[src/rtl/vga_sync_gen.sv]
// vga_sync_gen: 640x480@60 raster timing generator with a byte-wide CPU register port.
// Define LINE_IRQ_EN to build the programmable line-compare interrupt (LCMP, irq_en, irq_pending).
module vga_sync_gen #(
  parameter int H_ACTIVE = 640,
  parameter int H_FP     = 16,
  parameter int H_SYNC   = 96,
  parameter int H_BP     = 48,
  parameter int V_ACTIVE = 480,
  parameter int V_FP     = 10,
  parameter int V_SYNC   = 2,
  parameter int V_BP     = 33
) (
  input  logic       clk,
  input  logic       rst,
  input  logic       pix_en,
  input  logic       ce,
  input  logic       wren,
  input  logic       ren,
  input  logic [1:0] addr,
  input  logic [7:0] from_cpu,
  output logic [7:0] to_cpu,
  output logic       hsync,
  output logic       vsync,
  output logic       blank,
  output logic [9:0] x,
  output logic [9:0] y,
  output logic       line_irq
);

  localparam int H_TOTAL = H_ACTIVE + H_FP + H_SYNC + H_BP;
  localparam int V_TOTAL = V_ACTIVE + V_FP + V_SYNC + V_BP;

  localparam logic [9:0] H_LAST = 10'(H_TOTAL - 1);
  localparam logic [9:0] V_LAST = 10'(V_TOTAL - 1);
  localparam logic [9:0] H_VIS  = 10'(H_ACTIVE);
  localparam logic [9:0] V_VIS  = 10'(V_ACTIVE);
  localparam logic [9:0] HS_BEG = 10'(H_ACTIVE + H_FP);
  localparam logic [9:0] HS_END = 10'(H_ACTIVE + H_FP + H_SYNC);
  localparam logic [9:0] VS_BEG = 10'(V_ACTIVE + V_FP);
  localparam logic [9:0] VS_END = 10'(V_ACTIVE + V_FP + V_SYNC);

  localparam logic [1:0] A_CTRL    = 2'd0;
  localparam logic [1:0] A_LCMP_LO = 2'd1;
  localparam logic [1:0] A_LCMP_HI = 2'd2;
  localparam logic [1:0] A_STAT    = 2'd3;

  // Bus strobes: a register access needs ce together with its strobe.
  logic wr_en;
  logic rd_en;
  assign wr_en = ce & wren;
  assign rd_en = ce & ren;

  logic       run_q, run_d;
  logic [9:0] h_q, h_d;
  logic [9:0] v_q, v_d;
  logic       hsync_q, hsync_d;
  logic       vsync_q, vsync_d;
  logic       blank_q, blank_d;
  logic [7:0] to_cpu_q, to_cpu_d;

  logic       adv;
  logic       h_wrap;

  // Values seen by the read mux; tied off when the interrupt block is absent.
  logic       irq_en_v;
  logic [9:0] lcmp_v;
  logic       pend_v;

  always_comb begin
    run_d = run_q;
    if (wr_en && addr == A_CTRL) begin
      run_d = from_cpu[0];
    end
  end

  // Advance uses the current run; clearing run zeroes the raster on the write edge,
  // and setting it starts counting one cycle later, so the raster restarts at (0,0).
  assign adv    = run_q & pix_en;
  assign h_wrap = adv & (h_q == H_LAST);

  always_comb begin
    h_d = h_q;
    v_d = v_q;
    if (!run_d) begin
      h_d = '0;
      v_d = '0;
    end else if (adv) begin
      if (h_wrap) begin
        h_d = '0;
        v_d = (v_q == V_LAST) ? 10'd0 : v_q + 10'd1;
      end else begin
        h_d = h_q + 10'd1;
      end
    end
  end

  // Sync and blank decode from the next-state counters so they line up with x/y.
  always_comb begin
    hsync_d = ~(run_d && (h_d >= HS_BEG) && (h_d < HS_END));
    vsync_d = ~(run_d && (v_d >= VS_BEG) && (v_d < VS_END));
    blank_d = ~run_d | (h_d >= H_VIS) | (v_d >= V_VIS);
  end

`ifdef LINE_IRQ_EN
  logic       irq_en_q, irq_en_d;
  logic [9:0] lcmp_q, lcmp_d;
  logic       pend_q, pend_d;
  logic       line_hit;
  logic       pend_clr;

  always_comb begin
    irq_en_d = irq_en_q;
    lcmp_d   = lcmp_q;
    if (wr_en) begin
      case (addr)
        A_CTRL:    irq_en_d = from_cpu[1];
        A_LCMP_LO: lcmp_d[7:0] = from_cpu;
        A_LCMP_HI: lcmp_d[9:8] = from_cpu[1:0];
        default:   ;
      endcase
    end
  end

  // Matches only on the wrap into a new line; an LCMP beyond the frame never equals v_d.
  assign line_hit = run_d & h_wrap & (v_d == lcmp_q);
  assign pend_clr = wr_en & (addr == A_STAT);

  always_comb begin
    pend_d = pend_q;
    if (line_hit && irq_en_q) begin
      pend_d = 1'b1;
    end else if (pend_clr) begin
      pend_d = 1'b0;
    end
  end

  always_ff @(posedge clk) begin
    if (rst) begin
      irq_en_q <= 1'b0;
      lcmp_q   <= '0;
      pend_q   <= 1'b0;
    end else begin
      irq_en_q <= irq_en_d;
      lcmp_q   <= lcmp_d;
      pend_q   <= pend_d;
    end
  end

  assign irq_en_v = irq_en_q;
  assign lcmp_v   = lcmp_q;
  assign pend_v   = pend_q;
  assign line_irq = pend_q;
`else
  logic unused_wdata;
  assign unused_wdata = ^from_cpu[7:1];

  assign irq_en_v = 1'b0;
  assign lcmp_v   = '0;
  assign pend_v   = 1'b0;
  assign line_irq = 1'b0;
`endif

  // Read data is captured from pre-edge state, giving one clock of latency.
  always_comb begin
    to_cpu_d = to_cpu_q;
    if (rd_en) begin
      case (addr)
        A_CTRL:    to_cpu_d = {6'b0, irq_en_v, run_q};
        A_LCMP_LO: to_cpu_d = lcmp_v[7:0];
        A_LCMP_HI: to_cpu_d = {6'b0, lcmp_v[9:8]};
        default:   to_cpu_d = {3'b0, (v_q >= V_VIS), pend_v, ~hsync_q, ~vsync_q, blank_q};
      endcase
    end
  end

  always_ff @(posedge clk) begin
    if (rst) begin
      run_q    <= 1'b1;
      h_q      <= '0;
      v_q      <= '0;
      hsync_q  <= 1'b1;
      vsync_q  <= 1'b1;
      blank_q  <= 1'b0;
      to_cpu_q <= 8'h00;
    end else begin
      run_q    <= run_d;
      h_q      <= h_d;
      v_q      <= v_d;
      hsync_q  <= hsync_d;
      vsync_q  <= vsync_d;
      blank_q  <= blank_d;
      to_cpu_q <= to_cpu_d;
    end
  end

  assign to_cpu = to_cpu_q;
  assign hsync  = hsync_q;
  assign vsync  = vsync_q;
  assign blank  = blank_q;
  assign x      = h_q;
  assign y      = v_q;

endmodule

[config.mk]
export PLATFORM = sky130hd
export DESIGN_NAME = vga_sync_gen
export DESIGN_NICKNAME = d
export VERILOG_FILES = /design/src/rtl/vga_sync_gen.sv
export SDC_FILE = /design/constraint.sdc
export NUM_CORES = 1
export LEC_CHECK = 0
export ABC_AREA = 1
export CAP_MARGIN = 0
export CORE_MARGIN = 1.5
export CORE_UTILIZATION = 43
export DETAILED_ROUTE_END_ITERATION = 8
export PLACE_DENSITY = 0.76
export RECOVER_POWER = 100
export SETUP_SLACK_MARGIN = 0.1
export SLEW_MARGIN = 15
export SYNTH_ARGS = -nofsm -noshare
export SYNTH_HDL_FRONTEND = slang
export SYNTH_SLANG_ARGS = --single-unit
export TNS_END_PERCENT = 100
[constraint.sdc]
create_clock -name clk -period 1.5 [get_ports clk]
set_input_delay 0.3 -clock clk [delete_from_list [all_inputs] [get_ports clk]]
set_output_delay 0.3 -clock clk [all_outputs]
set_load 0.03 [all_outputs]
# After elaboration in Yosys (flattened, before gate mapping)
# Cells that the tools add are included.
# word_totals
output_inout_bits	32
register_bits	32
inputBits	16
elab_cells	47
# classes
n_lt_le_gt_ge	7
reduce_logical	7
eq_ne	4
mux	9
add_sub_neg	2
bitwise_logic	11
# op_table
op	n
2-to-1 mux 10 bit	7
greater-or-equal comparator 10 x 9 -> 1 bit, second input constant	3
adder 10 x 1 -> 10 bit, second input constant	2
== test 10 bit, second input constant	2
greater-or-equal comparator 10 bit, second input constant	2
less-than comparator 10 bit, second input constant	1
less-than comparator 10 x 9 -> 1 bit, second input constant	1
case mux 5 bit (2 select lines)	1
logical AND 1 bit	5
inverter 1 bit	5
AND 1 bit	4
== test 2 x 1 -> 1 bit, second input constant	1
== test 2 bit, second input constant	1
logical NOT 2 bit	1
OR 1 bit	2
OR reduction 2 bit	1
2-to-1 mux 1 bit	1

# Depth between registers and ports, before layout
# depth
depth_word	9
depth_mapped	13
ltp_nobuf	12

# Worst setup path after synthesis
# OpenSTA, ideal clock, no wires.
# synth_timing
kind	register -> register
from	register h_q[0], in the netlist x[0]
to	register vsync_q, in the netlist vsync
stages_incl_launch_ff	13
setup_time_ns	0.114
path_buffers	1
path_slack_ns	-0.276
synth_period_minus_slack_ns	1.776
arrival_time_ns	1.662
required_ns	1.386
cell_sequence	dfxtp_1 > ha_1 > inv_1 > nor2_4 > nand2_2 > nor2_4 > buf_6 > nand3_2 > nand2_1 > nor2_1 > nor2_2 > and2_1 > nand2_1
# synth_between
elab_chain_len	9
elab_cells_between_ends	10
classes_between	order compare (2); eq/ne (1); mux (3); bitwise (2); reduce/logical (2)
# synth_rtl
item	line_no	text
from (decl)	54	logic [9:0] h_q, h_d;
from (signal assigned)	179	h_q <= '0;
from (signal assigned)	187	h_q <= h_d;
== test 10 bit (*)	79	assign h_wrap = adv & (h_q == H_LAST);
AND 1 bit (*)	79	
2-to-1 mux 10 bit (*)	88	if (h_wrap) begin
2-to-1 mux 10 bit (*)	87	end else if (adv) begin
2-to-1 mux 10 bit (*)	84	if (!run_d) begin
greater-or-equal comparator 10 x 9 -> 1 bit	100	vsync_d = ~(run_d && (v_d >= VS_BEG) && (v_d < VS_END));
logical AND 1 bit	100	
logical AND 1 bit (*)	100	
inverter 1 bit (*)	100	
to (signal assigned)	190	vsync_q <= vsync_d;
to (decl)	57	logic vsync_q, vsync_d;
# Mark *: on every way between the ends. The rest lies on a longest branch, timed or not.
# A chain may end at the register's enable or synchronous reset.

# Worst setup path after layout
# layout_timing
from	register h_q[1], in the netlist x[1]
to	register vsync_q, in the netlist vsync
# Same word-level chain as after synthesis.

==> run metrics <==
RSZ-0062 raised after global routing true; largest family of logic cells by synthesized area simple AND/OR/NAND/NOR gates; Worst VDD drop 0.0005365 V; Final Max Slew Viols 0; Avg WL per Cell 13.29 um; initial antenna violation count 0; worst hold slack 0.4652 ns; leading area contributor after synthesis dfxtp_1; routed vias 2,036; Nets 385; Clock Skews 0.004232 ns; H-tree Lvls 1; Root Driver clkbuf_8; buffers added on ports 35; final setup margin -0.1748 ns; CTS Hold Bufs 0; Simple-Gate Fraction of Synth Area 45.41%; antenna cells 0; Synth Area in Compound Gates 5.742%; adder-cell share of the synthesized area 2.237%; Residual DRC 0; Syn Area/Cell 6.261 um^2; PD cells 545.1 mW/mm^2; Req. time, crit path 1.68 ns; mux cell area share after synthesis 0%; Final Instance Area 0.002764 mm^2; violated checks negative setup slack; TritonCTS clock tree built; drt pass-1 iters 4; Placeable Area 0.003716 mm^2; flops & latches, synth 28; synthesized area 0.001678 mm^2; CP Capture Type register; Hold Path Class register to register; pin count of the biggest net entering global routing 20; drt first-iter violations 101; endpoints failing setup 12; maxcap violations 0; fin crit share 111.7%; status complete, but fails checks; dominant cells by area after synthesis dfxtp_1 (33%), nand2_1 (18%), nor2_1 (9.4%); DP Area 0.002492 mm^2; GR Util All Layers 25.37%; clock-pin transition on the worst setup and hold timing paths 0.09 ns; xor/xnor share of the synthesized area 1.566%; Layout Area Growth over Synthesis 64.73%; Via density 4.930; CTS max path bufs 2; synth warn 0; Post-Syn Instances 268; Initial Util 45.15%; Crit Path Category register to register; Leak 1.282 nW; IO Pins 48; Peak Freq 597.1 MHz; total congestion overflow 0; die area 0.004286 mm^2; worst-path fanout max 7; Tmin final 1.675 ns; clk sink count 28; Rows 22; post-route setup TNS -1.058 ns; dpl ws -0.5958 ns; final count of hold timing violations 0; Netlist cell types 31; aggregate routed wire length 5487 um; HPWL after detailed placement 3643 um; nature of the critical path startpoint register; CP arrival 1.85 ns; Final ANT Viol Nets 0; vias in the first global route 1,932; sequential area share after synthesis 33.41%; top cell type's share of synthesized area 33.41%; routability cong. 0.9731; share of cells above drive strength 1 38.63%; first-pass GRT wire length 8597 um; Worst-Skew Late Latency 0.28 ns; Die Height 65.47 um; total CTS buffers 3; Die X 65.47 um
[layer usage]
layer | routed length [um] | global-route usage [%] | vias up | part of all wire (%)
met3 | 294 | 4.281 | 10 | 5.4
met1 | 2371 | 32.45 | 936 | 43
met4 | 78 | 7.031 | 0 | 1.4
li1 | - | - | 1022 | -
met5 | 0 | 0 | - | 0
met2 | 2742 | 43.88 | 68 | 50
[power by group]
part | switching (mW) | leakage, nW | internal, mW
registers | 0.00638 | 0.235 | 0.745
clock network | 0.233 | 0.0357 | 0.358
logic | 0.101 | 1.01 | 0.0637
total | 0.341 | 1.28 | 1.17
[synthesized netlist by cell type]
| cell type | count |
|---|---|
| a211oi_1 | 1 |
| a21oi_1 | 6 |
| a21oi_2 | 1 |
| a31oi_1 | 2 |
| and2_1 | 1 |
| buf_4 | 5 |
| buf_6 | 1 |
| clkbuf_1 | 2 |
| clkinv_1 | 1 |
| conb_1 | 1 |
| dfxtp_1 | 28 |
| ha_1 | 3 |
| inv_1 | 35 |
| nand2_1 | 81 |
| nand2_2 | 2 |
| nand2_4 | 1 |
| nand3_1 | 26 |
| nand3_2 | 2 |
| nand3b_1 | 1 |
| nand4_1 | 6 |
| nor2_1 | 42 |
| nor2_2 | 3 |
| nor2_4 | 2 |
| nor3_1 | 4 |
| nor3b_1 | 1 |
| o211ai_1 | 1 |
| o21ai_0 | 3 |
| o21bai_1 | 2 |
| or2_2 | 1 |
| xnor2_1 | 1 |
| xor2_1 | 2 |
[final timing paths]
check / start / endpoint / slack [ns] / cells after the start
worst min-delay path: to_cpu[4] / to_cpu[4] / 0.47 / 2
worst max register to register: x[1] / vsync / -0.17 / 13
worst max-delay path: x[1] / vsync / -0.17 / 13
worst min register to register: to_cpu[4] / to_cpu[4] / 0.47 / 2
[layout make-up]
cell class | count | area, um^2
repair buffers | 97 | 749.5
well taps | 48 | 60.06
inverters | 36 | 142.6
multi-input cells | 200 | 1149
clock inverters | 1 | 30.03
fillers | 289 | 952.2
flip-flops and latches | 28 | 591.8
clock buffers | 3 | 41.29
[sequential cells by signal, summed over array words and instances (netlist names)]
signal,count
x,10
y,10
to_cpu,4
blank,1
hsync,1
run_q,1
vsync,1
[kinds of logic (layout without fill, tap and decap cells)]
group / count (synthesis) / count (layout)
and+or+nand+nor: 173 / 173
buffers and inverters: 44 / 137
DFF: 28 / 28
AOI/OAI and AO/OA: 16 / 16
adders and majority gates: 3 / 3
xor gates and xnor gates: 3 / 3
other: 1 / 5
[placed cells by master, fill, tap and decap left out, types with 11 or more instances in the layout]
master,instances
dlygate4sd2_1,14
dfxtp_2,13
nor2_2,15
inv_1,33
nand2_1,74
buf_4,51
dfxtp_1,11
nor2_1,27
clkbuf_1,15
nand3_1,17
[critical path: stages, from the launching register on]
cell and delay, ns:
dfxtp_4 0.37, ha_4 0.14, inv_4 0.04, nor2_4 0.09, nand2_4 0.06, nor2_4 0.17
buf_12 0.15, nand2_2 0.05, nand2_1 0.06, nand2_1 0.07, nor2_1 0.12, nand2_1 0.07
nor2_1 0.12, nand2_1 0.06
[metrics by stage]
step                      power, mW  util, %  instances
final                         1.506    74.38        413
after global routing          1.572    74.38        413
after CTS                     1.517    74.24        407
after detailed placement     0.9155    67.07        397
after global placement       0.9128    67.07        397
after floorplan              0.8512        -        272
[what timing repair did]
item                                    4_1_cts  5_1_grt
endpoints found under the setup margin       50       34
pin swaps                                    22       15
resized for setup                           100       33
setup buffers                                 8        8
No activity file was read; power rests on OpenSTA's default activity.
